`src/rtl/addshare64.sv`:
```
// addshare64: two-client valid/ready arbiter and 2-stage pipeline around a shared 64-bit Ladner-Fischer adder.
// Optional feature: define ADDSHARE_SUB_EN to add per-client subtract ports (reqN_sub_i).
module addshare64 #(
  parameter int RR = 1
) (
  input  logic        clk_i,
  input  logic        reset_i,
  input  logic        req0_valid_i,
  output logic        req0_ready_o,
  input  logic [63:0] req0_a_i,
  input  logic [63:0] req0_b_i,
  input  logic        req0_cin_i,
`ifdef ADDSHARE_SUB_EN
  input  logic        req0_sub_i,
`endif
  input  logic        req1_valid_i,
  output logic        req1_ready_o,
  input  logic [63:0] req1_a_i,
  input  logic [63:0] req1_b_i,
  input  logic        req1_cin_i,
`ifdef ADDSHARE_SUB_EN
  input  logic        req1_sub_i,
`endif
  output logic        rsp0_valid_o,
  input  logic        rsp0_ready_i,
  output logic [63:0] rsp0_sum_o,
  output logic        rsp0_cout_o,
  output logic        rsp1_valid_o,
  input  logic        rsp1_ready_i,
  output logic [63:0] rsp1_sum_o,
  output logic        rsp1_cout_o,
  output logic        busy_o
);

  // Sklansky/Ladner-Fischer prefix: cin is folded into bit 0's generate, so g[i] ends up as carry out of bit i.
  function automatic logic [64:0] lfAdd(input logic [63:0] a, input logic [63:0] b, input logic cin);
    logic [63:0] g;
    logic [63:0] p;
    logic [63:0] x;
    logic [5:0]  hi;
    logic [5:0]  lo;
    x    = a ^ b;
    g    = a & b;
    p    = x;
    g[0] = g[0] | (x[0] & cin);
    for (int l = 0; l < 6; l++) begin
      for (int i = 0; i < 64; i++) begin
        if (((i >> l) & 1) == 1) begin
          hi    = 6'(i);
          lo    = 6'(((i >> l) << l) - 1);
          g[hi] = g[hi] | (p[hi] & g[lo]);
          p[hi] = p[hi] & p[lo];
        end
      end
    end
    return {g[63], x ^ {g[62:0], cin}};
  endfunction

  logic        v1_q, v1_d, v2_q, v2_d;
  logic        id1_q, id1_d, id2_q, id2_d;
  logic        ptr_q, ptr_d;
  logic        cin1_q, cin1_d, cout2_q, cout2_d;
  logic [63:0] a1_q, a1_d, b1_q, b1_d, sum2_q, sum2_d;

  logic        s2Drain, s2Free, s1Adv, s1Free;
  logic        grant0, grant1, acc0, acc1;
  logic [63:0] selB;
  logic        selCin;
  logic [64:0] addRes;

  assign s2Drain = v2_q & (id2_q ? rsp1_ready_i : rsp0_ready_i);
  assign s2Free  = ~v2_q | s2Drain;
  assign s1Adv   = v1_q & s2Free;
  assign s1Free  = ~v1_q | s1Adv;

  // Grants look only at the other client's valid, so readyN never depends on reqN_valid.
  generate
    if (RR != 0) begin : g_rr
      assign grant0 = ~req1_valid_i | ptr_q;
      assign grant1 = ~req0_valid_i | ~ptr_q;
    end else begin : g_fixed
      assign grant0 = 1'b1;
      assign grant1 = ~req0_valid_i;
    end
  endgenerate

  assign req0_ready_o = s1Free & grant0;
  assign req1_ready_o = s1Free & grant1;
  assign acc0         = req0_valid_i & req0_ready_o;
  assign acc1         = req1_valid_i & req1_ready_o;

  always_comb begin
    selB   = acc1 ? req1_b_i : req0_b_i;
    selCin = acc1 ? req1_cin_i : req0_cin_i;
`ifdef ADDSHARE_SUB_EN
    if (acc1 ? req1_sub_i : req0_sub_i) begin
      selB   = ~selB;
      selCin = 1'b1;
    end
`endif
  end

  assign addRes = lfAdd(a1_q, b1_q, cin1_q);

  always_comb begin
    v1_d    = v1_q;
    a1_d    = a1_q;
    b1_d    = b1_q;
    cin1_d  = cin1_q;
    id1_d   = id1_q;
    ptr_d   = ptr_q;
    v2_d    = v2_q;
    sum2_d  = sum2_q;
    cout2_d = cout2_q;
    id2_d   = id2_q;
    if (s1Free) begin
      v1_d = acc0 | acc1;
    end
    if (acc0 | acc1) begin
      a1_d   = acc1 ? req1_a_i : req0_a_i;
      b1_d   = selB;
      cin1_d = selCin;
      id1_d  = acc1;
      ptr_d  = acc1;
    end
    if (s1Adv) begin
      v2_d    = 1'b1;
      sum2_d  = addRes[63:0];
      cout2_d = addRes[64];
      id2_d   = id1_q;
    end else if (s2Drain) begin
      v2_d = 1'b0;
    end
  end

  always_ff @(posedge clk_i or posedge reset_i) begin
    if (reset_i) begin
      v1_q    <= 1'b0;
      a1_q    <= '0;
      b1_q    <= '0;
      cin1_q  <= 1'b0;
      id1_q   <= 1'b0;
      ptr_q   <= 1'b1;
      v2_q    <= 1'b0;
      sum2_q  <= '0;
      cout2_q <= 1'b0;
      id2_q   <= 1'b0;
    end else begin
      v1_q    <= v1_d;
      a1_q    <= a1_d;
      b1_q    <= b1_d;
      cin1_q  <= cin1_d;
      id1_q   <= id1_d;
      ptr_q   <= ptr_d;
      v2_q    <= v2_d;
      sum2_q  <= sum2_d;
      cout2_q <= cout2_d;
      id2_q   <= id2_d;
    end
  end

  assign rsp0_valid_o = v2_q & ~id2_q;
  assign rsp1_valid_o = v2_q & id2_q;
  assign rsp0_sum_o   = sum2_q;
  assign rsp1_sum_o   = sum2_q;
  assign rsp0_cout_o  = cout2_q;
  assign rsp1_cout_o  = cout2_q;
  assign busy_o       = v1_q | v2_q;

endmodule
```
`config.mk`:
```
export PLATFORM = sky130hd
export DESIGN_NAME = addshare64
export DESIGN_NICKNAME = d
export VERILOG_FILES = /design/src/rtl/addshare64.sv
export SDC_FILE = /design/constraint.sdc
export NUM_CORES = 1
export LEC_CHECK = 0
export ABC_AREA = 1
export ABC_CLOCK_PERIOD_IN_PS = 12300
export BUFFER_PORTS_ARGS = -buffer_cell sky130_fd_sc_hd__buf_2
export CAP_MARGIN = 20
export CORE_UTILIZATION = 56
export DETAILED_ROUTE_END_ITERATION = 12
export PLACE_DENSITY = 0.86
export SKIP_CTS_REPAIR_TIMING = 1
export SYNTH_ARGS = -nofsm -noshare
export SYNTH_HDL_FRONTEND = slang
export SYNTH_SLANG_ARGS = --single-unit
```
`constraint.sdc`:
```
create_clock -name clk_i -period 12.3 [get_ports clk_i]
set_clock_uncertainty 0.15 [all_clocks]
set_input_delay 2.46 -clock clk_i [delete_from_list [all_inputs] [get_ports clk_i]]
set_output_delay 2.46 -clock clk_i [all_outputs]
set_load 0.03 [all_outputs]
```
# Yosys cells after proc, flatten, opt, wreduce, memory -nomap -nowiden
# Cells that the tools add are included.
classes:
  muxes: 6
  bitwise_logic: 538
  n_reduce_logical: 1
ops:
  columns: ["cell", "count"]
  rows:
  - ["$and 1x1->1", 330]
  - ["$or 1x1->1", 199]
  - ["$mux 64", 2]
  - ["$xor 64x64->64", 2]
  - ["$and 64x64->64", 1]
  - ["$not 1->1", 6]
  - ["$mux 1", 4]
  - ["$reduce_bool 2->1", 1]
word_totals:
  register_bits: 199
  inputBits: 264
  output_inout_bits: 135
  word_cells: 555

# Depth between registers and ports, before layout
logic_depth:
  ltp_word: 16
  mapped_depth: 18
  ltp_nobuf: 17

# Least setup slack after synthesis
# No wires, ideal clock.
synth_timing:
  kind: "in2out"
  startpoint: "input port req1_valid_i"
  endpoint: "output port req0_ready_o"
  arrival_ns: 3.406
  required_ns: 9.690
  setup_slack_ns: 6.284
  stages: 6
  path_buffers: 3
  cell_sequence: "buf_2 clkbuf_1 clkbuf_1 nand2_1 nand2_1 inv_1"
synth_via:
  elab_chain_cells: 3
synth_lines:
  columns: ["element", "line", "text"]
  rows:
  - ["from (decl)", "16", "input logic req1_valid_i,"]
  - ["$not 1->1", "79", "assign grant0 = ~req1_valid_i | ptr_q;"]
  - ["$or 1x1->1", "79", null]
  - ["$and 1x1->1", "87", "assign req0_ready_o = s1Free & grant0;"]
  - ["to (decl)", "9", "output logic req0_ready_o,"]
# Every way passes these cells.

# Worst setup path in the final report
layout_timing:
  startpoint: "input port rsp1_ready_i"
  endpoint: "output port req1_ready_o"
layout_via:
  elab_chain_cells: 6
layout_lines:
  columns: ["element", "line", "text"]
  rows:
  - ["from (decl)", "29", "input logic rsp1_ready_i,"]
  - ["$mux 1", "71", "assign s2Drain = v2_q & (id2_q ? rsp1_ready_i : rsp0_ready_i);"]
  - ["$and 1x1->1", "71", null]
  - ["$or 1x1->1", "72", "assign s2Free = ~v2_q | s2Drain;"]
  - ["$and 1x1->1", "73", "assign s1Adv = v1_q & s2Free;"]
  - ["$or 1x1->1", "74", "assign s1Free = ~v1_q | s1Adv;"]
  - ["$and 1x1->1", "88", "assign req1_ready_o = s1Free & grant1;"]
  - ["to (decl)", "17", "output logic req1_ready_o,"]
# Every way passes these cells.

==> results.yml <==
status:
  status: "finished clean"
sta:
  setup-tns-final_ns: 0
  final.period_utilization_pct: 50.91
  total_count_of_hold_check_failures_in_the_final_report: 0
  worst_slew_pin_slew_ns: 1.008
  hold-worst-slack_ns: 0.3461
  fmax_mhz: 159.7
  max_slew_margin_pct: 32.81
  final_period_minus_worst_setup_slack_ns: 6.261
  finalSetupViolations: 0
  final_max_slew_viol_count: 0
  grt_setup_unrepaired: "false"
setup_path:
  cp_data_arrival_time_ns: 3.65
  r2r.worst_path.cells: 10
  timing.critical_path.from_type: "primary input"
  worst_r2r_endpoint: "a1_q[13]"
  reg2reg_setup_slack_ns: 9.17
  reg2reg_from: "id2_q"
  critPathCaptureType: "output port"
  worst-endpoint-required_ns: 9.69
  critPathMaxFanout: 39
  criticalPathCategory: "primary input to output port"
finish:
  layout.filler_cells: 1911
  fin_nets: 2352
  flow.area_growth_from_synthesis_pct: 15.99
  postLayoutCoreUtil_pct: 66.40
  drive_above_1_share_pct: 25.30
power:
  vdd_drop_max_mv: 0.1731
  power_frac_clock_pct: 10.7
  sequentialPowerShare_pct: 23.6
  cell_internal_pwr_w: 0.002437
  power.density_nw_per_um2: 358.4
  power.leakage_nw: 7.869
  power.combinational.fraction_pct: 65.6
  total_switching_power_w: 0.002950
  swShare_pct: 54.76
global_routing:
  antenna_found_initial: 2
  grt_usage_pct: 31.50
  grt_pass1_vias: 12444
  grt_max_degree: 125
  first_pass_grt_wire_length_um: 60090
  global_route_congestion_overflow_total: 0
routing:
  post_drt_wl_per_cell_um: 15.93
  initialDrtViolationCount: 1159
  drt_pre_antenna_iters: 8
  remaining_drc_errors: 0
  postRouteWirelength_um: 36950
  drt-vias-per-instance: 5.638
  via_count: 13075
  detail-route-antenna-nets: 0
floorplan:
  placement_rows: 55
  number_of_ports_placed_on_the_die_boundary: 399
  fp.dieArea_um2: 23760
  placeableCoreArea_um2: 22640
  initial_core_util_pct: 57.25
  chipWidth_um: 154.1
  die_h_um: 154.1
hold_path:
  timing.hold.worst.start: "id1_q"
  worst_hold_path.num_cells: 2
  min_delay_worst_endpoint: "id1_q"
  worst_hold_path_type: "flip-flop to flip-flop"
clock_network:
  cts_made_buffers: 17
  cts-root-buf: "clkbuf_16"
  numClockSinks: 199
  cts.clk_slew.worst_paths_ns: 0.07
  maximum_count_of_clock_buffers_along_a_single_path: 2
  clock_tree_from_tritoncts: "built"
  ctsHtreeMaxLevel: 4
  clock_insertion_delay_at_the_later_pin_of_the_skew_report_ns: 0.43
yosys:
  ys_seq_area_share_pct: 38.43
  yosys_register_bits: 199
  synthMostInstantiatedCell: "nand2_1"
  synth_area_per_cell_um2: 7.411
  syn_inst: 1749
  synthDominantCellAreaShare_pct: 38.23
  synth.distinct_cells: 42
  share_of_flip_flops_with_an_asynchronous_set_or_reset_pct: 100.0
  synth_edf_count: 0
  synth.top_cells.by_count: "nand2_1, a21oi_1, nand3_1, dfrtp_1, nor2_1"
  synth.net_count: 2082
  synth_area_leaders: "dfrtp_1, a21oi_1, nand2_1"
  ys_warn_count: 0
  yosys_most_used_dff: "dfrtp_1"
  yosys.area.top_type: "dfrtp_1"
  netlist_area_um2: 12960
place:
  io_buffer_count: 398
  place.gp.congestion: 0.9116
  hpwlAfterDp_um: 26010
run:
  max-cap-violations: 0
==> registers in the layout, indices dropped and copies added, names as in the netlist <==
signal / count
b1_q: 64
cin1_q: 1
rsp0_sum_o: 64
v2_q: 1
a1_q: 64
id1_q: 1
ptr_q: 1
v1_q: 1
rsp0_cout_o: 1
id2_q: 1
==> cell type report <==
| class | instances | area [µm²] | area share, % |
|---|---|---|---|
| Tap cell | 285 | 356.6 | 2.372 |
| Antenna cell | 2 | 5.005 | 0.03329 |
| Timing Repair Buffer | 407 | 2062 | 13.72 |
| Sequential cell | 199 | 4981 | 33.13 |
| Clock inverter | 14 | 166.4 | 1.107 |
| Multi-Input combinational cell | 1259 | 6514 | 43.33 |
| Clock buffer | 18 | 429.2 | 2.855 |
| Inverter | 135 | 519.2 | 3.454 |
==> critical path, cell delays in order <==
cell     delay (ns)
buf_2          0.12
nand2_1        0.06
nand2_1        0.10
nor2_2         0.06
nand2_2        0.13
nand2_1        0.11
inv_4          0.33
buf_2          0.28
==> power groups by stage <==
stage          Sequential [W]  Clock, W  Combinational, W
4_1_cts               0.00127  0.000586           0.00351
3_5_place_dp          0.00128         0           0.00348
2_1_floorplan         0.00140         0           0.00271
6_report              0.00127  0.000579           0.00354
3_3_place_gp          0.00126         0           0.00336
5_1_grt               0.00131  0.000611           0.00395
==> layout by cell type, fill, tap and decap left out, types with 7 or more instances in the layout <==
cell type,n
dfrtp_1,198
buf_2,397
a22oi_1,7
nand2_4,8
nand3_1,207
o21ai_0,24
buf_4,10
a21oi_2,11
a21oi_1,301
nand2_1,357
inv_1,124
ha_1,62
nor2_1,190
nand2_2,28
clkbuf_16,17
inv_2,8
fa_1,7
==> layer usage <==
| metal | up-vias | track usage [%] | part of all wire (%) |
|---|---|---|---|
| met5 | - | 0 | 0 |
| met4 | 0 | 15.29 | 3.8 |
| met3 | 94 | 3.692 | 6.6 |
| met2 | 657 | 53.68 | 49 |
| met1 | 6096 | 39.88 | 40 |
| li1 | 6228 | - | - |
==> logic make-up after synthesis <==
family	after synthesis	share of synthesized area, %
AOI/OAI and AO/OA	365	14.96
xor gates and xnor gates	9	0.6081
adders and majority gates	69	7.066
buffers and inverters	291	11.47
DFF	199	38.43
and+or+nand+nor	816	27.46
==> worst max path at each step <==
stage / start / end / depth (start not counted)
after floorplan: reset_i / a1_q[0] / 1
after global placement: rsp1_ready_i / req1_ready_o / 8
after detailed placement: rsp1_ready_i / req1_ready_o / 8
after CTS: rsp1_ready_i / req1_ready_o / 8
after global routing: rsp1_ready_i / req1_ready_o / 8
final: rsp1_ready_i / req1_ready_o / 8
==> through the flow <==
step / setup slack, ns / power [W] / cells / instance area, µm²
4_1_cts: 6.040 / 0.005370 / 2317 / 15030
3_3_place_gp: 6.068 / 0.004627 / 2285 / 14430
5_1_grt: 5.976 / 0.005869 / 2319 / 15030
3_5_place_dp: 6.041 / 0.004761 / 2285 / 14430
2_1_floorplan: 4.266 / 0.004111 / 1749 / 12960
6_report: 6.039 / 0.005387 / 2319 / 15030
Power figures use the tool's default switching activity.
